===== src/rtl/writeback_arbiter_pkg.sv =====
// Shared widths, source indices and the buffered result entry for the writeback arbiter.
package wb_pkg;
    localparam int WB_PORTS = 3;
    localparam int ADDR_W   = 5;
    localparam int DATA_W   = 32;

    localparam int SRC_ALU  = 0;
    localparam int SRC_MUL  = 1;
    localparam int SRC_DIV  = 2;
    localparam int SRC_LSU  = 3;

    typedef struct packed {
        logic [ADDR_W-1:0] rd;
        logic [DATA_W-1:0] data;
    } wb_entry_t;
endpackage


===== src/rtl/writeback_arbiter_if.sv =====
// Functional-unit result handshakes and the three register-file write ports.
// Forwarding signals exist only when WRITEBACK_ARBITER_FWD_EN is defined.
interface writeback_arbiter_if #(
    parameter int NUM_SRC = 4,
    parameter int DATA_W  = wb_pkg::DATA_W,
    parameter int ADDR_W  = wb_pkg::ADDR_W
);
    logic [NUM_SRC-1:0]        src_valid;
    logic [NUM_SRC*ADDR_W-1:0] src_rd;
    logic [NUM_SRC*DATA_W-1:0] src_data;
    logic [NUM_SRC-1:0]        src_ready;
    logic [ADDR_W-1:0]         wb_rd1, wb_rd2, wb_rd3;
    logic [DATA_W-1:0]         wb_data1, wb_data2, wb_data3;
    logic                      wb_en1, wb_en2, wb_en3;
    logic [NUM_SRC-1:0]        wb_done;
    logic                      busy;
`ifdef WRITEBACK_ARBITER_FWD_EN
    logic [ADDR_W-1:0]         fwd_rs1, fwd_rs2;
    logic                      fwd_hit1, fwd_hit2;
    logic [DATA_W-1:0]         fwd_data1, fwd_data2;
`endif

    modport slave (
        input  src_valid, src_rd, src_data,
        output src_ready, wb_rd1, wb_rd2, wb_rd3, wb_data1, wb_data2, wb_data3,
        output wb_en1, wb_en2, wb_en3, wb_done, busy
`ifdef WRITEBACK_ARBITER_FWD_EN
        , input fwd_rs1, fwd_rs2, output fwd_hit1, fwd_hit2, fwd_data1, fwd_data2
`endif
    );

    modport master (
        output src_valid, src_rd, src_data,
        input  src_ready, wb_rd1, wb_rd2, wb_rd3, wb_data1, wb_data2, wb_data3,
        input  wb_en1, wb_en2, wb_en3, wb_done, busy
`ifdef WRITEBACK_ARBITER_FWD_EN
        , output fwd_rs1, fwd_rs2, input fwd_hit1, fwd_hit2, fwd_data1, fwd_data2
`endif
    );
endinterface


===== src/rtl/writeback_arbiter_hold_buf.sv =====
// One-entry result buffer; capture on vld&rdy, freed by grant. Ready is high when empty
// or granted this cycle, so a granted entry can be replaced in the same edge.
module wb_hold_buf import wb_pkg::*; #(
    parameter type entry_t = wb_entry_t
) (
    input  logic   clk,
    input  logic   rst,
    input  logic   i_vld,
    input  entry_t i_entry,
    output logic   o_rdy,
    input  logic   i_grant,
    output logic   o_vld,
    output entry_t o_entry
);
    logic   r_vld;
    entry_t r_entry;

    assign o_rdy   = ~r_vld | i_grant;
    assign o_vld   = r_vld;
    assign o_entry = r_entry;

    always_ff @(posedge clk or posedge rst) begin
        if (rst) begin
            r_vld   <= 1'b0;
            r_entry <= '0;
        end else if (i_vld && o_rdy) begin
            r_vld   <= 1'b1;
            r_entry <= i_entry;
        end else if (i_grant) begin
            r_vld   <= 1'b0;
        end
    end
endmodule


===== src/rtl/writeback_arbiter.sv =====
// Round-robin writeback of NUM_SRC buffered results onto three register-file ports, 1 cycle
// buffer-to-port; optional forwarding via WRITEBACK_ARBITER_FWD_EN. Units stall only while their buffer is held.
module writeback_arbiter #(
    parameter int NUM_SRC = 4,
    parameter int DATA_W  = wb_pkg::DATA_W,
    parameter int ADDR_W  = wb_pkg::ADDR_W
) (
    input  logic clk,
    input  logic rst,
    writeback_arbiter_if.slave bus
);
    import wb_pkg::*;

    localparam int PTR_W = $clog2(NUM_SRC);

    typedef struct packed {
        logic [ADDR_W-1:0] rd;
        logic [DATA_W-1:0] data;
    } entry_t;

    entry_t [NUM_SRC-1:0] w_buf;
    logic   [NUM_SRC-1:0] w_occ, w_grant, w_ready;
    logic   [PTR_W-1:0]   r_rr_ptr, w_idx, w_last, w_next_ptr;
    logic   [PTR_W:0]     w_sum;
    logic   [1:0]         w_nport;
    logic                 w_any, w_conflict;
    logic   [PTR_W-1:0]   w_port_src [WB_PORTS];
    logic   [ADDR_W-1:0]  w_port_rd  [WB_PORTS];

    logic   [WB_PORTS-1:0] r_wb_en;
    logic   [ADDR_W-1:0]   r_wb_rd   [WB_PORTS];
    logic   [DATA_W-1:0]   r_wb_data [WB_PORTS];
    logic   [NUM_SRC-1:0]  r_wb_done;

    for (genvar i = 0; i < NUM_SRC; i++) begin : g_buf
        entry_t w_in;
        assign w_in.rd   = bus.src_rd[i*ADDR_W +: ADDR_W];
        assign w_in.data = bus.src_data[i*DATA_W +: DATA_W];
        wb_hold_buf #(.entry_t(entry_t)) u_buf (
            .clk(clk), .rst(rst), .i_vld(bus.src_valid[i]), .i_entry(w_in),
            .o_rdy(w_ready[i]), .i_grant(w_grant[i]), .o_vld(w_occ[i]), .o_entry(w_buf[i])
        );
    end

    // Scan from rr_ptr; rd==0 drains without a port, a repeated nonzero rd waits a cycle.
    always_comb begin
        w_grant    = '0;
        w_nport    = '0;
        w_any      = 1'b0;
        w_last     = '0;
        w_sum      = '0;
        w_idx      = '0;
        w_conflict = 1'b0;
        for (int p = 0; p < WB_PORTS; p++) begin
            w_port_src[p] = '0;
            w_port_rd[p]  = '0;
        end
        for (int k = 0; k < NUM_SRC; k++) begin
            w_sum = {1'b0, r_rr_ptr} + (PTR_W+1)'(k);
            if (w_sum >= (PTR_W+1)'(NUM_SRC))
                w_sum = w_sum - (PTR_W+1)'(NUM_SRC);
            w_idx = w_sum[PTR_W-1:0];
            if (w_occ[w_idx]) begin
                if (w_buf[w_idx].rd == '0) begin
                    w_grant[w_idx] = 1'b1;
                    w_any          = 1'b1;
                    w_last         = w_idx;
                end else if (w_nport != 2'(WB_PORTS)) begin
                    w_conflict = 1'b0;
                    for (int p = 0; p < WB_PORTS; p++)
                        if (2'(p) < w_nport && w_port_rd[p] == w_buf[w_idx].rd)
                            w_conflict = 1'b1;
                    if (!w_conflict) begin
                        w_grant[w_idx]      = 1'b1;
                        w_port_src[w_nport] = w_idx;
                        w_port_rd[w_nport]  = w_buf[w_idx].rd;
                        w_nport             = w_nport + 2'd1;
                        w_any               = 1'b1;
                        w_last              = w_idx;
                    end
                end
            end
        end
        w_next_ptr = (w_last == PTR_W'(NUM_SRC-1)) ? '0 : w_last + 1'b1;
    end

    always_ff @(posedge clk or posedge rst) begin
        if (rst) begin
            r_rr_ptr  <= '0;
            r_wb_en   <= '0;
            r_wb_done <= '0;
            for (int p = 0; p < WB_PORTS; p++) begin
                r_wb_rd[p]   <= '0;
                r_wb_data[p] <= '0;
            end
        end else begin
            r_wb_done <= w_grant;
            if (w_any)
                r_rr_ptr <= w_next_ptr;
            for (int p = 0; p < WB_PORTS; p++) begin
                r_wb_en[p] <= (2'(p) < w_nport);
                if (2'(p) < w_nport) begin
                    r_wb_rd[p]   <= w_port_rd[p];
                    r_wb_data[p] <= w_buf[w_port_src[p]].data;
                end
            end
        end
    end

    assign bus.src_ready = w_ready;
    assign bus.busy      = |w_occ;
    assign bus.wb_done   = r_wb_done;
    assign bus.wb_en1    = r_wb_en[0];
    assign bus.wb_en2    = r_wb_en[1];
    assign bus.wb_en3    = r_wb_en[2];
    assign bus.wb_rd1    = r_wb_rd[0];
    assign bus.wb_rd2    = r_wb_rd[1];
    assign bus.wb_rd3    = r_wb_rd[2];
    assign bus.wb_data1  = r_wb_data[0];
    assign bus.wb_data2  = r_wb_data[1];
    assign bus.wb_data3  = r_wb_data[2];

`ifdef WRITEBACK_ARBITER_FWD_EN
    // Distinct nonzero rd per port means at most one port can match each read index.
    always_comb begin
        bus.fwd_hit1  = 1'b0;
        bus.fwd_hit2  = 1'b0;
        bus.fwd_data1 = '0;
        bus.fwd_data2 = '0;
        for (int p = 0; p < WB_PORTS; p++) begin
            if (r_wb_en[p] && r_wb_rd[p] != '0 && r_wb_rd[p] == bus.fwd_rs1) begin
                bus.fwd_hit1  = 1'b1;
                bus.fwd_data1 = r_wb_data[p];
            end
            if (r_wb_en[p] && r_wb_rd[p] != '0 && r_wb_rd[p] == bus.fwd_rs2) begin
                bus.fwd_hit2  = 1'b1;
                bus.fwd_data2 = r_wb_data[p];
            end
        end
    end
`endif
endmodule


===== src/flat_wrapper.sv =====
// flat-port wrapper written by rule: the top's interface ports become plain ports
module writeback_arbiter_flat import wb_pkg::*;
#(
    parameter int NUM_SRC = 4,
    parameter int DATA_W  = wb_pkg::DATA_W,
    parameter int ADDR_W  = wb_pkg::ADDR_W
)
  (clk, rst, bus_src_valid, bus_src_rd, bus_src_data, bus_src_ready, bus_wb_rd1, bus_wb_rd2, bus_wb_rd3, bus_wb_data1, bus_wb_data2, bus_wb_data3, bus_wb_en1, bus_wb_en2, bus_wb_en3, bus_wb_done, bus_busy);
  writeback_arbiter_if #(.NUM_SRC(NUM_SRC), .DATA_W(DATA_W), .ADDR_W(ADDR_W)) bus_i ();
  input  logic clk;
  input  logic rst;
  input wire logic [$bits(bus_i.src_valid)-1:0] bus_src_valid;
  input wire logic [$bits(bus_i.src_rd)-1:0] bus_src_rd;
  input wire logic [$bits(bus_i.src_data)-1:0] bus_src_data;
  output wire logic [$bits(bus_i.src_ready)-1:0] bus_src_ready;
  output wire logic [$bits(bus_i.wb_rd1)-1:0] bus_wb_rd1;
  output wire logic [$bits(bus_i.wb_rd2)-1:0] bus_wb_rd2;
  output wire logic [$bits(bus_i.wb_rd3)-1:0] bus_wb_rd3;
  output wire logic [$bits(bus_i.wb_data1)-1:0] bus_wb_data1;
  output wire logic [$bits(bus_i.wb_data2)-1:0] bus_wb_data2;
  output wire logic [$bits(bus_i.wb_data3)-1:0] bus_wb_data3;
  output wire logic [$bits(bus_i.wb_en1)-1:0] bus_wb_en1;
  output wire logic [$bits(bus_i.wb_en2)-1:0] bus_wb_en2;
  output wire logic [$bits(bus_i.wb_en3)-1:0] bus_wb_en3;
  output wire logic [$bits(bus_i.wb_done)-1:0] bus_wb_done;
  output wire logic [$bits(bus_i.busy)-1:0] bus_busy;
  assign bus_i.src_valid = bus_src_valid;
  assign bus_i.src_rd = bus_src_rd;
  assign bus_i.src_data = bus_src_data;
  assign bus_src_ready = bus_i.src_ready;
  assign bus_wb_rd1 = bus_i.wb_rd1;
  assign bus_wb_rd2 = bus_i.wb_rd2;
  assign bus_wb_rd3 = bus_i.wb_rd3;
  assign bus_wb_data1 = bus_i.wb_data1;
  assign bus_wb_data2 = bus_i.wb_data2;
  assign bus_wb_data3 = bus_i.wb_data3;
  assign bus_wb_en1 = bus_i.wb_en1;
  assign bus_wb_en2 = bus_i.wb_en2;
  assign bus_wb_en3 = bus_i.wb_en3;
  assign bus_wb_done = bus_i.wb_done;
  assign bus_busy = bus_i.busy;
  writeback_arbiter #(.NUM_SRC(NUM_SRC), .DATA_W(DATA_W), .ADDR_W(ADDR_W)) u_core (.clk(clk), .rst(rst), .bus(bus_i));
endmodule

===== config.mk =====
export PLATFORM = sky130hd
export DESIGN_NAME = writeback_arbiter_flat
export DESIGN_NICKNAME = d
export VERILOG_FILES = /design/src/rtl/writeback_arbiter_pkg.sv /design/src/rtl/writeback_arbiter_if.sv /design/src/rtl/writeback_arbiter_hold_buf.sv /design/src/rtl/writeback_arbiter.sv /design/src/flat_wrapper.sv
export SDC_FILE = /design/constraint.sdc
export NUM_CORES = 1
export LEC_CHECK = 0
export CAP_MARGIN = 20
export CORE_MARGIN = 4
export CORE_UTILIZATION = 59
export DETAILED_ROUTE_END_ITERATION = 6
export GPL_TIMING_DRIVEN = 0
export PLACE_DENSITY = 0.95
export SYNTH_ARGS = -nofsm -noshare
export SYNTH_HDL_FRONTEND = slang
export SYNTH_SLANG_ARGS = --single-unit

===== constraint.sdc =====
create_clock -name clk -period 21.2 [get_ports clk]
set_input_delay 3.18 -clock clk [delete_from_list [all_inputs] [get_ports clk]]
set_output_delay 3.18 -clock clk [all_outputs]
set_load 0.005 [all_outputs]

# Yosys cells after proc, flatten, opt, wreduce, memory -nomap -nowiden
# Cells that the tools add are included.
[word_totals]
elab_cells = 279
latch_bits = 0
romBits = 0
n_memories = 0
ff_bits = 272
ram_bits = 0
inputBits = 154
output_inout_bits = 123
[classes]
bitwise_logic = 14
n_mul = 0
n_eq_ne = 11
magnitude_cmp = 33
n_addsub = 11
div_mod_pow = 0
shifts = 0
n_reduce_logical = 29
mux = 160
[op_table]
columns = ["cell", "count"]
rows = [
  ["binary-select mux 37 bit (select 2 bit)", 7],
  ["2-to-1 mux 15 bit", 12],
  ["2-to-1 mux 37 bit", 4],
  ["2-to-1 mux 32 bit", 3],
  ["2-to-1 mux 2 bit", 36],
  ["2-to-1 mux 6 bit", 12],
  ["2-to-1 mux 4 bit", 13],
  ["2-to-1 mux 1 bit", 48],
  ["bitwise mux 15 bit", 3],
  ["== test 5 bit", 7],
  ["demux 5 bit (select 2 bit)", 3],
  ["2-to-1 mux 5 bit", 5],
  ["< comparator 2 x 3 -> 1 bit, second input constant", 7],
  ["logical AND 1 bit", 20],
  ["logical NOT 5 bit", 4],
  ["bitwise mux 6 bit", 3],
  [">= comparator 3 bit, second input constant", 6],
  ["< comparator 1 x 2 -> 1 bit, first input constant", 8],
  ["demux 2 bit (select 2 bit)", 3],
  ["OR 4 bit", 3],
  ["< comparator 3 x 1 -> 1 bit, second input constant", 3],
  ["inverter 2 -> 3 bit", 3],
  ["adder 2 x 1 -> 2 bit, second input constant", 4],
  ["binary-select mux 1 bit (select 2 bit)", 4],
  ["13 further kinds", 37],
]

# Longest topological paths before layout
# Gate-level depths: netlist of the first run.
[depth]
word_depth = 46
ltp_mapped = 37
mapped_depth_nobuf = 26

# Cells and area by module
# A second synthesis of the first run with hierarchy kept.
[unflattened]
hier_cells = 1514
area_unflattened_um2 = 17312.9
[by_module_without_submodules]
columns = ["mod", "seq_area_each_um2", "cells_per_inst", "area_each_um2", "instances"]
rows = [
  ["writeback_arbiter", 3002.9, 1186, 11006.8, 1],
  ["wb_hold_buf", 950.9, 82, 1576.5, 4],
]

# Least setup slack after synthesis of the first run
# No wires, ideal clock.
[synth_path]
path_type = "register to output"
from = "register u_core.r_rr_ptr[0]"
to = "output port bus_src_ready[3]"
arrival_ns = 7.325
stages_incl_launch_ff = 34
path_buffers = 10
path_slack_ns = 10.695
required_ns = 18.020
path_cell_list = "dfrtp_1 > buf_6 > buf_6 > buf_2 > inv_1 > clkbuf_1 > clkbuf_1 > ha_1 > buf_2 > mux4_2 > clkbuf_1 > or4_1 > o21ai_0 > nor2_1 > and2_1 > buf_2 > a21oi_1 > inv_1 > ha_1 > a31oi_1 > nand3_1 > or4_4 > o211a_1 > nand2_1 > xnor2_1 > inv_1 > ha_1 > inv_1 > nand3_1 > nor3_1 > o31a_1 > buf_4 > o211ai_2 > buf_4"
[synth_between]
elab_chain_cells = 44
elab_cells_between_ends = 154
cone_classes = "9 x add/sub; 25 x order compare; 10 x eq/ne; 85 x mux; 6 x bitwise; 19 x reduce/logical"
[synth_rtl]
columns = ["element", "line", "text"]
rows = [
  ["start: declaration", "writeback_arbiter.sv:23", "logic [PTR_W-1:0] r_rr_ptr, w_idx, w_last, w_next_ptr;"],
  ["start signal: assignment", "writeback_arbiter.sv:99", "r_rr_ptr <= w_next_ptr;"],
  [">= comparator 2 x 3 -> 1 bit or subtractor 2 x 1 -> 2 bit (tied branches)", "writeback_arbiter.sv:60, writeback_arbiter.sv:61", ""],
  ["2-to-1 mux 2 bit", "writeback_arbiter.sv:60", "if (w_sum >= (PTR_W+1)'(NUM_SRC))"],
  ["binary-select mux 37 bit (select 2 bit)", "writeback_arbiter.sv:64, writeback_arbiter.sv:76", ""],
  ["2-to-1 mux 37 bit", "n/a", ""],
  ["logical NOT 5 bit", "n/a", ""],
  ["2-to-1 mux 1 bit or 2-to-1 mux 5 bit (tied branches)", "writeback_arbiter.sv:64", "if (w_buf[w_idx].rd == '0) begin"],
  ["2-to-1 mux 2 bit or 2-to-1 mux 5 bit (tied branches)", "writeback_arbiter.sv:63", "if (w_occ[w_idx]) begin"],
  ["< comparator 1 x 2 -> 1 bit or == test 5 bit (tied branches)", "writeback_arbiter.sv:71", "if (2'(p) < w_nport && w_port_rd[p] == w_buf[w_idx].rd)"],
  ["(+28 left out)", "n/a", ""],
  ["2-to-1 mux 1 bit", "writeback_arbiter.sv:68", "end else if (w_nport != 2'(WB_PORTS)) begin"],
  ["2-to-1 mux 1 bit", "writeback_arbiter.sv:64", ""],
  ["2-to-1 mux 1 bit", "writeback_arbiter.sv:63", ""],
  ["2-to-1 mux 4 bit", "writeback_arbiter.sv:73", "if (!w_conflict) begin"],
  ["2-to-1 mux 4 bit", "writeback_arbiter.sv:68", ""],
  ["2-to-1 mux 4 bit", "writeback_arbiter.sv:64", ""],
  ["2-to-1 mux 4 bit *", "writeback_arbiter.sv:63", ""],
  ["OR 1 bit *", "writeback_arbiter_hold_buf.sv:18", "assign o_rdy = ~r_vld | i_grant;"],
  ["end: declaration", "flat_wrapper.sv:15", "output wire logic [$bits(bus_i.src_ready)-1:0] bus_src_ready;"],
]
# Mark *: on every way between the ends. The rest lies on a longest branch, timed or not. The select of a mux whose other input is x is not followed.

# Worst setup path after layout of the first run
# Same ends and word-level chain as after synthesis.

==> reports/qor.txt, run 1 <==
count of nets left with antenna violations after detail routing -> 0
placement-stage cell area -> 0.02081 mm^2
detailed-route wire length -> 67.33 mm
Die Y-Extent -> 180.3 um
ports placed on the boundary -> 277
violated checks -> DRC
most common cell after layout, fill and taps aside -> clkdlybuf4s50_1
wire length of the first global-routing pass -> 102.2 mm
post-layout instance area -> 0.02174 mm^2
CP max FO -> 11
Die Area -> 0.03249 mm^2
Filler Cells Inserted -> 1885
detail-routed net length per standard cell -> 29.47 um
highest-count cells in the layout ignoring fill and taps -> 276 x clkdlybuf4s50_1, 272 x dfrtp_1, 161 x o221ai_1, 148 x mux2_2, 107 x clkbuf_1
area inside the core boundary -> 0.02901 mm^2
clock-pin transition on the worst setup and hold timing paths -> 0.06 ns
drt drc -> 3
number of max-slew violations in the final report -> 0
final worst path period need -> 13.57 ns
via count -> 17.33k
logic depth of the worst register-to-register path -> 34
total congestion overflow -> 0
number of register bits inferred by synthesis -> 272
cell area after synthesis -> 0.01751 mm^2
post-cts sizing count -> 0
final-report setup violation count -> 0
cell repeated most along the worst path -> inv_1
detailed-routing iteration count for the pre-antenna-repair pass -> 7
Hold Path Depth -> 2
share of layout cells above drive strength 1 -> 0.1825
Post-synth EDFFs -> 0
async set-or-reset flop fraction in the synthesized netlist -> 1.000
Synth warnings -> 0
Root Buffer -> clkbuf_16
number of distinct standard cells referenced by the synthesized netlist -> 76
drt initial violations -> 3013
total routing usage reported by global routing -> 0.3938
Avg Vias per Cell -> 7.586
number of rows created at floorplan -> 62
Worst Tran Pin Value -> 1.232 ns
Setup crit start kind -> flop
data arrival time of the worst path -> 10.39 ns
worst setup path start -> u_core.r_rr_ptr[0]
Critical Path Sink -> bus_src_ready[3]
average instance area after synthesis -> 11.15 um^2
level count of the clock H-tree -> 1
Syn Inst Count -> 1570
maximum clock path buffer count -> 3
initial core utilization -> 0.6034
required time worst endpoint -> 18.02 ns
Net count, final -> 2046
antenna diode count -> 0
Setup CP Type -> reg2out
# port buffers -> 276
clock buffer count from CTS -> 29
# clock sinks -> 272
CTS tree -> built
CP max-delay cell -> or4_1
Final Hold Vio Count -> 0
result of the run -> finished, violations left
total negative slack -> 0 ns
worst slew margin relative to its limit -> 0.1738
cts-stage hold buffer count -> 0
initial antenna violation count -> 0
kind of end point of the critical path -> output port
Hold Path Class -> reg2reg
later-pin clock latency in the skew report -> 0.58 ns
flip-flop cell with the highest count after synthesis -> dfrtp_1
DIE WIDTH -> 180.3 um
Max stage delay on crit path -> 0.66 ns
sum of net half-perimeters after detailed placement -> 46.70 mm
FMAX -> 73.68 MHz
worst r2r dst -> u_core.bus.wb_data1[24]
worst-case register-to-register setup slack -> 10.42 ns
net count after synthesis -> 1737
Area Growth Syn to Fin -> 24.19%
part of the cycle the worst path needs -> 0.6402
maximum number of pins on one net before global-route repair -> 119
max-cap viol count -> 0
vias in the first global route -> 17.60k
worst flop-to-flop path startpoint -> u_core.r_rr_ptr[0]
setup fix buffers added after clock tree synthesis -> 0
Clock Skew -> 0.01547 ns
register area share after synthesis -> 0.3888
placer congestion estimate -> 0.9796
RSZ-0062 raised after global routing -> no
## through the flow
step	cells	hold WS (ns)	util	setup WS (ns)
after CTS	2285	0.4874	0.7494	7.837
final	2285	0.4870	0.7494	7.627
after detailed placement	2232	0.4738	0.7174	8.514
after global placement	2230	0.4631	0.7152	7.465
after global routing	2285	0.5208	0.7494	7.028
after floorplan	1570	0.4733	-	10.52
## synthesized netlist by cell type, drive strengths merged, types with 19 or more instances
cell type | instances | area share
a221o | 31 | 0.018
a2111oi | 64 | 0.034
inv | 24 | 0.0051
o21ai | 37 | 0.011
mux4 | 24 | 0.031
mux2i | 76 | 0.044
nor3 | 19 | 0.0061
a211oi | 69 | 0.030
dfrtp | 272 | 0.39
nor2b | 68 | 0.024
buf | 66 | 0.033
a21oi | 21 | 0.0060
nand2 | 80 | 0.019
a21boi | 33 | 0.014
nor2 | 23 | 0.0051
mux2 | 186 | 0.12
o221a | 32 | 0.021
clkbuf | 101 | 0.022
o221ai | 161 | 0.081
a211o | 35 | 0.018
## critical path: cells and delay by family (launching register included)
kind                     cells  cell delay, ns
buffers and inverters       15            3.69
adder cells (fa/ha/maj)      3            0.73
flip-flops                   1            0.41
XOR/XNOR                     1            0.28
multiplexers                 1            0.53
AO/OA/AOI/OAI                6            1.73
AND/OR/NAND/NOR              8            2.41
## final cells by class
type                            count  area [um^2]  share of cell area
Clock buffer                       39        803.3             0.03695
Clock inverter                     14        125.1            0.005755
Multi-Input combinational cell   1107         9659              0.4443
Tap cell                          384        480.5             0.02210
Inverter                           24        97.59            0.004489
Buffer                            167        950.9             0.04374
Sequential cell                   272         6807              0.3131
Timing Repair Buffer              278         2818              0.1296
## registers in the layout, summed over array words and instances, names as in the netlist
name / count
u_core.g_buf.u_buf.o_entry: 148
u_core.bus.wb_data1: 32
u_core.bus.wb_data2: 32
u_core.bus.wb_data3: 32
u_core.bus.wb_rd1: 5
u_core.bus.wb_rd2: 5
u_core.bus.wb_rd3: 5
u_core.bus.wb_done: 4
u_core.g_buf.u_buf.o_vld: 4
u_core.r_wb_en: 3
u_core.r_rr_ptr: 2
## cells by family after synthesis
group | count (synthesis) | synth area share
xor gates and xnor gates | 16 | 0.008004
AOI/OAI and AO/OA | 537 | 0.2604
buffers and inverters | 191 | 0.05946
DFF | 272 | 0.3888
and+or+nand+nor | 255 | 0.07905
muxes | 286 | 0.1950
adders and majority gates | 13 | 0.009291
## how the worst min path moves through the flow
stage               slack, ns            startpoint              endpoint
floorplan                0.47  u_core.bus.wb_rd1[0]  u_core.bus.wb_rd1[0]
global placement         0.46  u_core.bus.wb_rd1[2]  u_core.bus.wb_rd1[2]
detailed placement       0.47  u_core.bus.wb_rd3[3]  u_core.bus.wb_rd3[3]
CTS                      0.49  u_core.bus.wb_rd3[3]  u_core.bus.wb_rd3[3]
global route             0.52  u_core.bus.wb_rd1[4]  u_core.bus.wb_rd1[4]
finish                   0.49  u_core.bus.wb_rd3[3]  u_core.bus.wb_rd3[3]
## metal layers
layer	vias to the layer above	global-route usage	part of all wire
met5	-	0	0
met4	0	0.1854	0.059
met3	434	0.1221	0.13
met2	1566	0.6102	0.45
met1	8410	0.5085	0.36
li1	6924	-	-
Power of run 1 is left out: the tool's default activity adds up to more than one toggle a clock period on the data nets, which glitch-free logic cannot reach.
==> run 2: changes to the inputs <==
--- a/config.mk
+++ b/config.mk
@@ -7,10 +7,10 @@
 export LEC_CHECK = 0
 export CAP_MARGIN = 20
 export CORE_MARGIN = 4
-export CORE_UTILIZATION = 59
+export CORE_UTILIZATION = 50
 export DETAILED_ROUTE_END_ITERATION = 6
 export GPL_TIMING_DRIVEN = 0
-export PLACE_DENSITY = 0.95
+export PLACE_DENSITY = 0.87
 export SYNTH_ARGS = -nofsm -noshare
 export SYNTH_HDL_FRONTEND = slang
 export SYNTH_SLANG_ARGS = --single-unit
==> constraint.sdc (replaced) <==
create_clock -name clk -period 11.8 [get_ports clk]
set_input_delay 1.77 -clock clk [delete_from_list [all_inputs] [get_ports clk]]
set_output_delay 1.77 -clock clk [all_outputs]
set_load 0.005 [all_outputs]
==> run 2 against run 1 <==
The run still ends with DRC left. Register-to-register slack got worse by 8.7 ns. Utilization shrank 11 points. Setup slack got worse by 7.0 ns. Sequential cell count did not move. Worst hold slack got worse by 0.0091 ns. Die area is 17% higher. Wire length fell by 1.5%. Global-route usage decreased by 5.9 points. Critical path depth is 2 lower. Critical path type unchanged. Highest routed layer is now met5.
==> reports/qor.txt, run 2 (synthesis gave the netlist of run 1 again) <==
detail-routed net length per standard cell -> 28.12 um (-4.6%)
violated checks -> DRC
total congestion overflow -> 0 (unchanged)
highest-count cells in the layout ignoring fill and taps -> 276 x clkdlybuf4s50_1, 272 x dfrtp_1, 161 x o221ai_1, 148 x mux2_2, 99 x clkbuf_1
CP max FO -> 12 (+1)
clock-pin transition on the worst setup and hold timing paths -> 0.07 ns (about the same)
Worst Tran Pin Value -> 1.184 ns (-0.04752 ns)
number of max-slew violations in the final report -> 0 (unchanged)
maximum clock path buffer count -> 3 (unchanged)
# port buffers -> 276 (unchanged)
Filler Cells Inserted -> 2683 (+42%)
RSZ-0062 raised after global routing -> no
ports placed on the boundary -> 277 (unchanged)
area inside the core boundary -> 0.03454 mm^2 (+19%)
final-report setup violation count -> 0 (unchanged)
CTS tree -> built
initial core utilization -> 0.5068 (-0.09661)
most common cell after layout, fill and taps aside -> clkdlybuf4s50_1
logic depth of the worst register-to-register path -> 33 (-2.9%)
worst slew margin relative to its limit -> 0.2057 (+0.03187)
initial antenna violation count -> 1 (+1)
Hold Path Class -> reg2reg
result of the run -> finished, violations left
max reg flops -> 148 (unchanged)
kind of end point of the critical path -> output port
post-layout instance area -> 0.02213 mm^2 (+1.8%)
Clock Skew -> 0.03827 ns (+0.02281 ns)
antenna diode count -> 0 (unchanged)
placement-stage cell area -> 0.02090 mm^2 (+0.43%)
via count -> 16.76k (-3.3%)
Die Area -> 0.03807 mm^2 (+17%)
Net count, final -> 2046 (unchanged)
max-cap viol count -> 0 (unchanged)
placer congestion estimate -> 0.9776 (-0.20%)
detailed-route wire length -> 66.30 mm (-1.5%)
vias in the first global route -> 17.02k (-3.3%)
detailed-routing iteration count for the pre-antenna-repair pass -> 7 (unchanged)
FMAX -> 89.48 MHz
Root Buffer -> clkbuf_16
count of nets left with antenna violations after detail routing -> 0 (unchanged)
wire length of the first global-routing pass -> 101.3 mm (-0.87%)
DIE WIDTH -> 195.1 um (+8.2%)
part of the cycle the worst path needs -> 0.9471
cts-stage hold buffer count -> 0 (unchanged)
Max stage delay on crit path -> 0.66 ns (about the same)
# clock sinks -> 272 (unchanged)
drt initial violations -> 2590 (-14%)
Top delay family on crit path -> buffers and inverters
clock buffer count from CTS -> 30 (+3.4%)
later-pin clock latency in the skew report -> 0.61 ns (+0.03 ns)
total routing usage reported by global routing -> 0.3346 (-0.05920)
Setup crit start kind -> flop
drt drc -> 11 (+8)
maximum number of pins on one net before global-route repair -> 132 (+11%)
Die Y-Extent -> 195.1 um (+8.2%)
share of layout cells above drive strength 1 -> 0.1886 (+0.006114)
sum of net half-perimeters after detailed placement -> 47.12 mm (+0.88%)
data arrival time of the worst path -> 9.41 ns (-0.98 ns)
CP max-delay cell -> or4_1
level count of the clock H-tree -> 1 (unchanged)
CP bufs+invs -> 13 (-2)
Worst path depth -> 32 (-5.9%)
number of rows created at floorplan -> 68 (+9.7%)
Final Hold Vio Count -> 0 (unchanged)
setup fix buffers added after clock tree synthesis -> 0 (unchanged)
Setup CP Type -> reg2out
post-cts sizing count -> 0 (unchanged)
Hold Path Depth -> 1 (-1)
Avg Vias per Cell -> 7.106 (-6.3%)
required time worst endpoint -> 10.03 ns (-7.99 ns)
final worst path period need -> 11.18 ns
cell repeated most along the worst path -> buf_2
Area Growth Syn to Fin -> 26.38%
## run 2: path summary, 6_finish.rpt
check | startpoint | end | slack (ns)
setup / recovery | u_core.r_rr_ptr[0] | bus_src_ready[3] | 0.62
hold / removal | u_core.bus.wb_rd2[3] | u_core.bus.wb_rd2[3] | 0.48
setup reg to reg | u_core.r_rr_ptr[0] | u_core.bus.wb_data1[19] | 1.71
hold reg to reg | u_core.bus.wb_rd2[3] | u_core.bus.wb_rd2[3] | 0.48
max in group asynchronous | rst | u_core.bus.wb_data1[19] | 8.71
min in group asynchronous | rst | u_core.g_buf[1].u_buf.o_entry[4] | 1.57
## run 2: worst register-to-register path: cells and delay by family (launching register included)
kind / cells / cell delay, ns
compound gates: 5 / 1.33
fa+ha+maj: 3 / 0.83
buf+inv: 13 / 3.12
flops: 1 / 0.42
mux: 3 / 1.41
simple gates: 9 / 2.82
## run 2: metal layers
layer  track usage  part of all wire  up-vias
met2        0.5212              0.45     1365
met3       0.08195              0.12      310
met4        0.1427             0.053        2
met5             0           0.00020        -
li1              -                 -     6934
met1        0.4487              0.38     8146
## run 2: layout make-up
cell class	instances	area [um^2]	area share
multi-input cells	1107	9674	0.4373
flip-flops and latches	272	6807	0.3076
clock buffers	35	819.5	0.03704
clock inverters	21	391.6	0.01770
plain buffers	166	948.4	0.04287
repair buffers	278	2818	0.1274
inverters	24	97.59	0.004411
well taps	455	569.3	0.02573
## run 2: metrics by stage
| stage | setup TNS, ns | util | hold slack [ns] | std cells | setup slack, ns |
|---|---|---|---|---|---|
| after floorplan | 0 | - | 0.4733 | 1570 | 2.535 |
| after global routing | 0 | 0.6405 | 0.5083 | 2358 | 0.04304 |
| after CTS | 0 | 0.6401 | 0.4811 | 2359 | 0.01088 |
| final | 0 | 0.6405 | 0.4778 | 2358 | 0.6244 |
| after detailed placement | 0 | 0.6051 | 0.4681 | 2303 | 0.6691 |
| after global placement | -184.53 | 0.6033 | 0.4632 | 2301 | -0.7195 |
Power of run 2 is left out for the same reason.
